**src/rtl/layer_compositor_pkg.sv**
```systemverilog
// Shared display types and constants for the layer compositor: screen ids,
// fade FSM states, background colour and the 8-bar test pattern geometry.
package layer_compositor_pkg;

    typedef enum logic [2:0] {
        START_SCREEN,
        SPRINT_MODE,
        MP_MODE,
        GAME_WON,
        GAME_LOST
    } game_screens_t;

    typedef enum logic [1:0] {
        IDLE,
        FADE_OUT,
        SWAP,
        FADE_IN
    } fade_state_t;

    localparam logic [23:0] BG_COLOR   = 24'h102030;

    localparam logic [9:0]  TP_ROW_END = 10'd240;
    localparam logic [9:0]  TP_COL_80  = 10'd80;
    localparam logic [9:0]  TP_COL_160 = 10'd160;
    localparam logic [9:0]  TP_COL_240 = 10'd240;
    localparam logic [9:0]  TP_COL_320 = 10'd320;
    localparam logic [9:0]  TP_COL_400 = 10'd400;
    localparam logic [9:0]  TP_COL_480 = 10'd480;
    localparam logic [9:0]  TP_COL_560 = 10'd560;

    // Eight 80-column bars in the top half; the black bar and the bottom half show the background.
    function automatic logic [23:0] tp_color(input logic [9:0] row, input logic [9:0] col);
        logic r, g, b;
        r = (col < TP_COL_160) || ((col >= TP_COL_320) && (col < TP_COL_480));
        g = (col < TP_COL_320);
        b = (col < TP_COL_80) || ((col >= TP_COL_160) && (col < TP_COL_240)) ||
            ((col >= TP_COL_320) && (col < TP_COL_400)) ||
            ((col >= TP_COL_480) && (col < TP_COL_560));
        if ((row >= TP_ROW_END) || !(r || g || b))
            tp_color = BG_COLOR;
        else
            tp_color = {{8{r}}, {8{g}}, {8{b}}};
    endfunction

endpackage

```
**src/rtl/layer_compositor_color_fader.sv**
```systemverilog
// Combinational per-channel brightness scaling: out = (channel * level) >> FADE_LOG2.
module color_fader #(
    parameter int FADE_LOG2 = 3
) (
    input  logic [23:0]        color_in,
    input  logic [FADE_LOG2:0] level,
    output logic [23:0]        color_out
);

    localparam int PW = 8 + FADE_LOG2 + 1;

    // level never exceeds 2**FADE_LOG2, so the shifted product always fits in 8 bits.
    for (genvar c = 0; c < 3; c++) begin : g_ch
        logic [PW-1:0] prod;
        assign prod = PW'(color_in[c*8 +: 8]) * PW'(level);
        assign color_out[c*8 +: 8] = prod[FADE_LOG2 +: 8];
    end

endmodule

```
**src/rtl/layer_compositor.sv**
```systemverilog
// Priority compositor over NUM_LAYERS pixel drivers with a frame-synchronous
// fade-out / screen-swap / fade-in sequencer and a 2-stage pixel pipeline.
module layer_compositor
    import layer_compositor_pkg::*;
#(
    parameter int NUM_LAYERS      = 6,
    parameter int FADE_LOG2       = 3,
    parameter int FRAMES_PER_STEP = 2
) (
    input  logic                        clk,
    input  logic                        rst_l,
    input  logic                        frame_start,
    input  logic [9:0]                  VGA_row,
    input  logic [9:0]                  VGA_col,
    input  logic [NUM_LAYERS-1:0][23:0] layer_color,
    input  logic [NUM_LAYERS-1:0]       layer_active,
    input  logic [NUM_LAYERS-1:0]       layer_enable,
    input  game_screens_t               req_screen,
    input  logic                        testpattern_active,
    output game_screens_t               shown_screen,
    output logic                        transition_busy,
    output logic [23:0]                 output_color
);

    localparam int FADE_STEPS = 1 << FADE_LOG2;
    localparam int LW         = FADE_LOG2 + 1;

    fade_state_t           state, state_nxt;
    logic [LW-1:0]         level, level_nxt;
    logic [3:0]            step_cnt, step_nxt;
    game_screens_t         target, target_nxt, shown_nxt;
    logic                  step_done;

    logic [NUM_LAYERS-1:0] en_q, en_eff;
    logic [23:0]           pick, s1_color, s1_nxt, faded;
    logic                  s1_bypass;

    assign step_done = frame_start && (step_cnt == 4'(FRAMES_PER_STEP - 1));

    always_comb begin
        state_nxt  = state;
        level_nxt  = level;
        step_nxt   = step_cnt;
        target_nxt = target;
        shown_nxt  = shown_screen;
        case (state)
            IDLE: begin
                if (frame_start && (req_screen != shown_screen)) begin
                    state_nxt  = FADE_OUT;
                    target_nxt = req_screen;
                    step_nxt   = '0;
                end
            end
            FADE_OUT: begin
                // The destination stays retargetable until the swap frame.
                target_nxt = req_screen;
                if (step_done) begin
                    step_nxt  = '0;
                    level_nxt = level - LW'(1);
                    if (level == LW'(1)) begin
                        state_nxt = SWAP;
                        shown_nxt = target_nxt;
                    end
                end else if (frame_start) begin
                    step_nxt = step_cnt + 4'd1;
                end
            end
            SWAP: begin
                if (frame_start) begin
                    state_nxt = FADE_IN;
                    step_nxt  = '0;
                end
            end
            FADE_IN: begin
                if (step_done) begin
                    step_nxt  = '0;
                    level_nxt = level + LW'(1);
                    if (level == LW'(FADE_STEPS - 1))
                        state_nxt = IDLE;
                end else if (frame_start) begin
                    step_nxt = step_cnt + 4'd1;
                end
            end
            default: state_nxt = IDLE;
        endcase
    end

    always_ff @(posedge clk) begin
        if (!rst_l) begin
            state           <= IDLE;
            level           <= LW'(FADE_STEPS);
            step_cnt        <= '0;
            target          <= START_SCREEN;
            shown_screen    <= START_SCREEN;
            transition_busy <= 1'b0;
            en_q            <= '1;
        end else begin
            state           <= state_nxt;
            level           <= level_nxt;
            step_cnt        <= step_nxt;
            target          <= target_nxt;
            shown_screen    <= shown_nxt;
            transition_busy <= (state_nxt != IDLE);
            if (frame_start)
                en_q <= layer_enable;
        end
    end

    // A new enable mask is honoured on the frame_start pixel itself, never mid-frame.
    assign en_eff = frame_start ? layer_enable : en_q;

    always_comb begin
        pick = BG_COLOR;
        for (int i = 0; i < NUM_LAYERS; i++)
            if (layer_active[i] && en_eff[i])
                pick = layer_color[i];
    end

    assign s1_nxt = testpattern_active ? tp_color(VGA_row, VGA_col) : pick;

    color_fader #(.FADE_LOG2(FADE_LOG2)) u_fader (
        .color_in  (s1_color),
        .level     (level),
        .color_out (faded)
    );

    always_ff @(posedge clk) begin
        if (!rst_l) begin
            s1_color     <= BG_COLOR;
            s1_bypass    <= 1'b0;
            output_color <= BG_COLOR;
        end else begin
            s1_color     <= s1_nxt;
            s1_bypass    <= testpattern_active;
            output_color <= s1_bypass ? s1_color : faded;
        end
    end

endmodule
```
**config.mk**
```make
export PLATFORM = sky130hd
export DESIGN_NAME = layer_compositor
export DESIGN_NICKNAME = d
export VERILOG_FILES = /design/src/rtl/layer_compositor_pkg.sv /design/src/rtl/layer_compositor_color_fader.sv /design/src/rtl/layer_compositor.sv
export SDC_FILE = /design/constraint.sdc
export NUM_CORES = 1
export LEC_CHECK = 0
export BUFFER_PORTS_ARGS = -buffer_cell sky130_fd_sc_hd__buf_2
export CORE_MARGIN = 3
export CORE_UTILIZATION = 30
export CTS_CLUSTER_SIZE = 12
export DETAILED_ROUTE_END_ITERATION = 10
export HOLD_SLACK_MARGIN = 0.1
export PLACE_DENSITY_LB_ADDON = 0.05
export SLEW_MARGIN = 20
export SYNTH_ARGS = -nofsm -noshare
export SYNTH_HDL_FRONTEND = slang
export SYNTH_HIERARCHICAL = 1
export SYNTH_SLANG_ARGS = --single-unit
```
**constraint.sdc**
```tcl
create_clock -name clk -period 8.9 [get_ports clk]
set_clock_uncertainty 0.2 [all_clocks]
set_input_delay 0.89 -clock clk [delete_from_list [all_inputs] [get_ports clk]]
set_output_delay 0.89 -clock clk [all_outputs]
set_load 0.01 [all_outputs]
```
After elaboration in Yosys (flattened, before gate mapping). Index checks and enable logic that the tools add are counted.

Output and inout bits: 28. Bits in registers: 69.

Add/subtract/negate cells: 3. Equal/unequal tests: 12. Multiplexer cells: 25. Multipliers: 3. Reduce and logical (&&, ||, !) cells: 27. Order comparisons: 11.

Operators with widths (number): 24-bit 2-to-1 mux (9); 8-bit by 4-bit multiplier with 11-bit output (3); 10-bit by 9-bit < comparator with 1-bit output, second input constant (3); 4-bit 2-to-1 mux (6); 10-bit by 8-bit greater-or-equal comparator with 1-bit output, second input constant (2); 10-bit by 9-bit greater-or-equal comparator with 1-bit output, second input constant (2); 10-bit by 8-bit < comparator with 1-bit output, second input constant (2); 1-bit logical AND (12); 2-bit 2-to-1 mux (6); 4-bit one-hot mux with 3 select lines (1); 10-bit < comparator, second input constant (1); 10-bit by 7-bit < comparator with 1-bit output, second input constant (1); 3-bit AND reduction (3); 4-bit by 1-bit adder with 4-bit output, second input constant (2); 4-bit by 1-bit == test with 1-bit output, second input constant (2); 2-bit != test, second input constant (4); 2-bit one-hot mux with 4 select lines (1); 4-bit one-hot mux with 2 select lines (1); 1-bit logical OR (7); 6-bit 2-to-1 mux (1); 2-bit == test, second input constant (2); 4-bit by 3-bit == test with 1-bit output, second input constant (1); 2-bit nonzero test (2); 4-bit by 1-bit subtractor with 4-bit output, second input constant (1); 6 further kinds (6).

Depth between registers and ports, before layout.
Depth after elaboration: 10. Mapped depth: 14.

Cells and area by module. Netlist, hierarchy kept.

Modules (own cells, without submodules): layer_compositor (seq. area each 1381.3 µm², instances 1, area each 3893.7 µm², cells an instance 439); color_fader (seq. area each 0.0 µm², instances 1, area each 2491.1 µm², cells an instance 314).

Least setup slack after synthesis. OpenSTA, ideal clock, no wires.

Path kind: reg2reg. Start: register level[3]. End: register output_color[7]. Setup slack: 5.286 ns. Arrival: 3.287 ns. Cell stages (with the launch flop): 15. Path buffers: 1. Cells stage by stage: dfxtp_1 clkbuf_1 nand2_1 fa_1 inv_1 fa_1 inv_1 fa_1 and2b_1 nor3_1 o21a_1 o21ai_0 xnor2_1 mux2i_1 nor2_1.

Word-level cells in the longest chain between the ends: 2.

Ends and longest elaborated chain: start: declaration (RTL line layer_compositor.sv:29) `logic [LW-1:0] level, level_nxt;`; start signal: assignment (RTL line layer_compositor.sv:91) `level <= LW'(FADE_STEPS);`; start signal: assignment (RTL line layer_compositor.sv:99) `level <= level_nxt;`; 8-bit by 4-bit multiplier with 11-bit output (RTL line layer_compositor_color_fader.sv:15) `assign prod = PW'(color_in[c*8 +: 8]) * PW'(level);`; net faded[7] (RTL line layer_compositor.sv:35) `logic [23:0] pick, s1_color, s1_nxt, faded;`; 24-bit 2-to-1 mux (RTL line layer_compositor.sv:135) `output_color <= s1_bypass ? s1_color : faded;`; end signal: assignment (RTL line layer_compositor.sv:135); end: declaration (RTL line layer_compositor.sv:22) `output logic [23:0] output_color`.

The timed path passes the listed nets, and every way through them passes these cells. A chain may end at the register's enable or synchronous reset.

Worst setup path after layout.
Start: register level[2]. End: register output_color[15].

The elaborated chain is that of the path after synthesis.

==> impl_metrics.tcl <==
set metrics [dict create \
    leakage_nw 3.80 \
    yosys-top-cells-count "69 x dfxtp_1, 66 x inv_1, 61 x and2_1, 60 x nand2_1" \
    switching_share 0.293 \
    tritoncts "built" \
    syn_avg_cell_area_um2 8.48 \
    worstMarginPinSlew_ns 0.867 \
    timing_max_transition_violations_final 0 \
    start_kind "flop" \
    ctsHoldBuffers 0 \
    boundaryPins 211 \
    clock_tree.root_cell "clkbuf_16" \
    ys_seq_area_frac 0.216 \
    hold_viol_final 0 \
    required_ns 8.97 \
    period_minus_slack_ns 3.77 \
    whs_path_depth 2 \
    clkLatencyLatePin_ns 0.34 \
    r2r-start "level[2]" \
    instances_no_fill 1211 \
    postCtsSetupRepairBufs 0 \
    fin_hold_ws_ns 0.299 \
    first_pass_iters 4 \
    dp.cells 1193 \
    cts_sinks 69 \
    ant_nets 0 \
    hp-class "flop to flop" \
    powerDensity_mw_per_mm2 125 \
    vias 6022 \
    path_class "flop to flop" \
    path_max_fanout 19 \
    finalSetupViolations 0 \
    slew_headroom 0.421 \
    synth_edf_count 0 \
    p_total_uw 990 \
    intPower_uw 700 \
    dieHeight_um 152 \
    std_cell_rows 52 \
    outcome "finished clean" \
    path_clk_slew_ns 0.06 \
    critPathArrivalTime_ns 3.84 \
    yosys.area.top_type "dfxtp_1" \
    cts_max_path_buffers 2 \
    combPwrFrac 0.246 \
    drc_errors 0 \
    yosysUniqueCellTypes 58 \
    syn_area_mm2 0.00638 \
    ys_seq_elements 69 \
    grt_setup_unrepaired "no" \
    synth_ff_type "dfxtp_1" \
    maxCapViolations 0 \
    globalplace.congestion 0.826 \
    ys_top_cells_by_area "dfxtp_1 22%, fa_1 11%, ha_1 8.0%" \
    regToRegSetupSlack_ns 5.13 \
    drive_above_1_share 0.269 \
    p_clk_frac 0.402 \
    die_x_um 152 \
    post-route-util 0.387 \
    wl_um 22100 \
    cts_buffers 9 \
    hold_end "step_cnt[1]" \
    gr-total-overflow 0 \
    crit_path_end_kind "flop" \
    viasPerCell 4.97 \
    fmax_mhz 266 \
    synth_top_area_frac 0.216 \
    cts_max_level 3 \
    grt_pass1_wl_um 35000 \
    synthArstFlopShare 0 \
    synth_most_common_cell "dfxtp_1" \
    wl_per_cell_um 18.2 \
    dieArea_mm2 0.0231 \
    portBuffers 202 \
    syn-num-nets 1013 \
    antenna_found_initial 3 \
    nNetsFinal 1194 \
    p_seq_frac 0.352 \
    fin_crit_sh 0.423 \
    drt_iter0_drc 225 \
    tns_ns 0 \
    initial_utilization 0.311 \
    r2r_cells 12 \
    cts_resized 0 \
    netSwitchingPower_uw 290 \
    dp_hpwl_um 17600 \
    syn_to_final_growth_pct 24.5 \
    grt.total_usage 0.189 \
    grt_pass1_vias 6239 \
    grt_max_degree 32 \
    syn_inst 753 \
    min_from "step_cnt[1]" \
    ys.warnings.count 6 \
    ir_drop_mv 0.0889 \
    r2r_end "output_color[15]" \
    core_area_mm2 0.0206 \
]
==> stage by stage <==
stage	setup slack, ns	cell area [µm²]
after global placement	5.11	7620
after floorplan	5.29	6380
after CTS	5.10	7950
after detailed placement	5.14	7620
after global routing	4.89	7950
final	5.13	7950
==> worst max-delay path by stage <==
stage / from / to / slack (ns) / cells after the start
final: level[2] / output_color[15] / 5.13 / 12
after global routing: level[2] / output_color[15] / 4.89 / 12
after CTS: level[2] / output_color[15] / 5.10 / 12
after detailed placement: level[2] / output_color[15] / 5.14 / 12
after global placement: level[2] / output_color[15] / 5.11 / 12
after floorplan: level[3] / output_color[7] / 5.29 / 14
==> worst max-delay path, cell delays in order, from the launching register on <==
cell,delay [ns]
dfxtp_1,0.53
buf_4,0.29
nand2_1,0.10
fa_1,0.50
fa_1,0.54
fa_1,0.47
and2b_1,0.23
nor3_1,0.05
o21a_1,0.21
o21ai_0,0.22
xnor2_1,0.14
mux2i_1,0.08
nor2b_1,0.12
==> registers in the layout (all words and copies together) (netlist names) <==
signal,flops
en_q,6
level,4
output_color,24
s1_bypass,1
s1_color,24
shown_screen,3
state,2
step_cnt,4
transition_busy,1
==> power groups by stage <==
stage / Clock, mW / Combinational [mW] / Sequential (mW)
floorplan: 0 / 0.151 / 0.349
global placement: 0 / 0.245 / 0.356
detailed placement: 0 / 0.245 / 0.356
CTS: 0.413 / 0.247 / 0.349
global route: 0.423 / 0.273 / 0.352
finish: 0.398 / 0.243 / 0.349
==> layout by cell type (no fill, tap or decap), types with 3 or more instances in the layout <==
master,n
a211oi_1,3
a21o_1,3
a21oi_1,27
a221o_1,22
a221oi_1,22
a221oi_2,6
and2_1,61
and3_1,5
buf_2,202
buf_4,11
clkbuf_16,9
dfxtp_1,69
fa_1,36
ha_1,41
inv_1,66
mux2i_1,30
nand2_1,60
nand2b_1,6
nand3_1,19
nand4_1,9
nor2_1,40
nor2b_1,12
nor3_1,8
o211a_1,8
o211ai_1,6
o21a_1,19
o21ai_0,33
o21ai_1,5
o21bai_1,3
o221ai_1,5
o22ai_1,6
or2_2,5
or3_1,11
xnor2_1,28
xor2_1,5
==> kinds of logic after synthesis <==
family	Yosys count	synth area share
flops	69	0.216
mux	35	0.0574
compound gates	180	0.213
xor+xnor	33	0.0453
fa+ha+maj	77	0.193
buf+inv	110	0.0711
simple gates	249	0.204
==> cell type report <==
type / instances / area (µm²)
fill: 2231 / 12600
multi-input combinational: 574 / 4550
sequential: 69 / 1380
timing repair buffer: 213 / 1090
tap: 270 / 338
clock buffer: 13 / 260
inverter: 67 / 251
clock inverter: 3 / 67.6
antenna: 2 / 5.00
==> layer usage <==
metal	GRT usage	part of all wire	up-vias
li1	-	-	3014
met1	0.252	0.46	2807
met2	0.304	0.46	175
met3	0.0495	0.064	24
met4	0.0557	0.019	2
met5	0	0.00059	-
No activity file was read; power rests on OpenSTA's default activity.
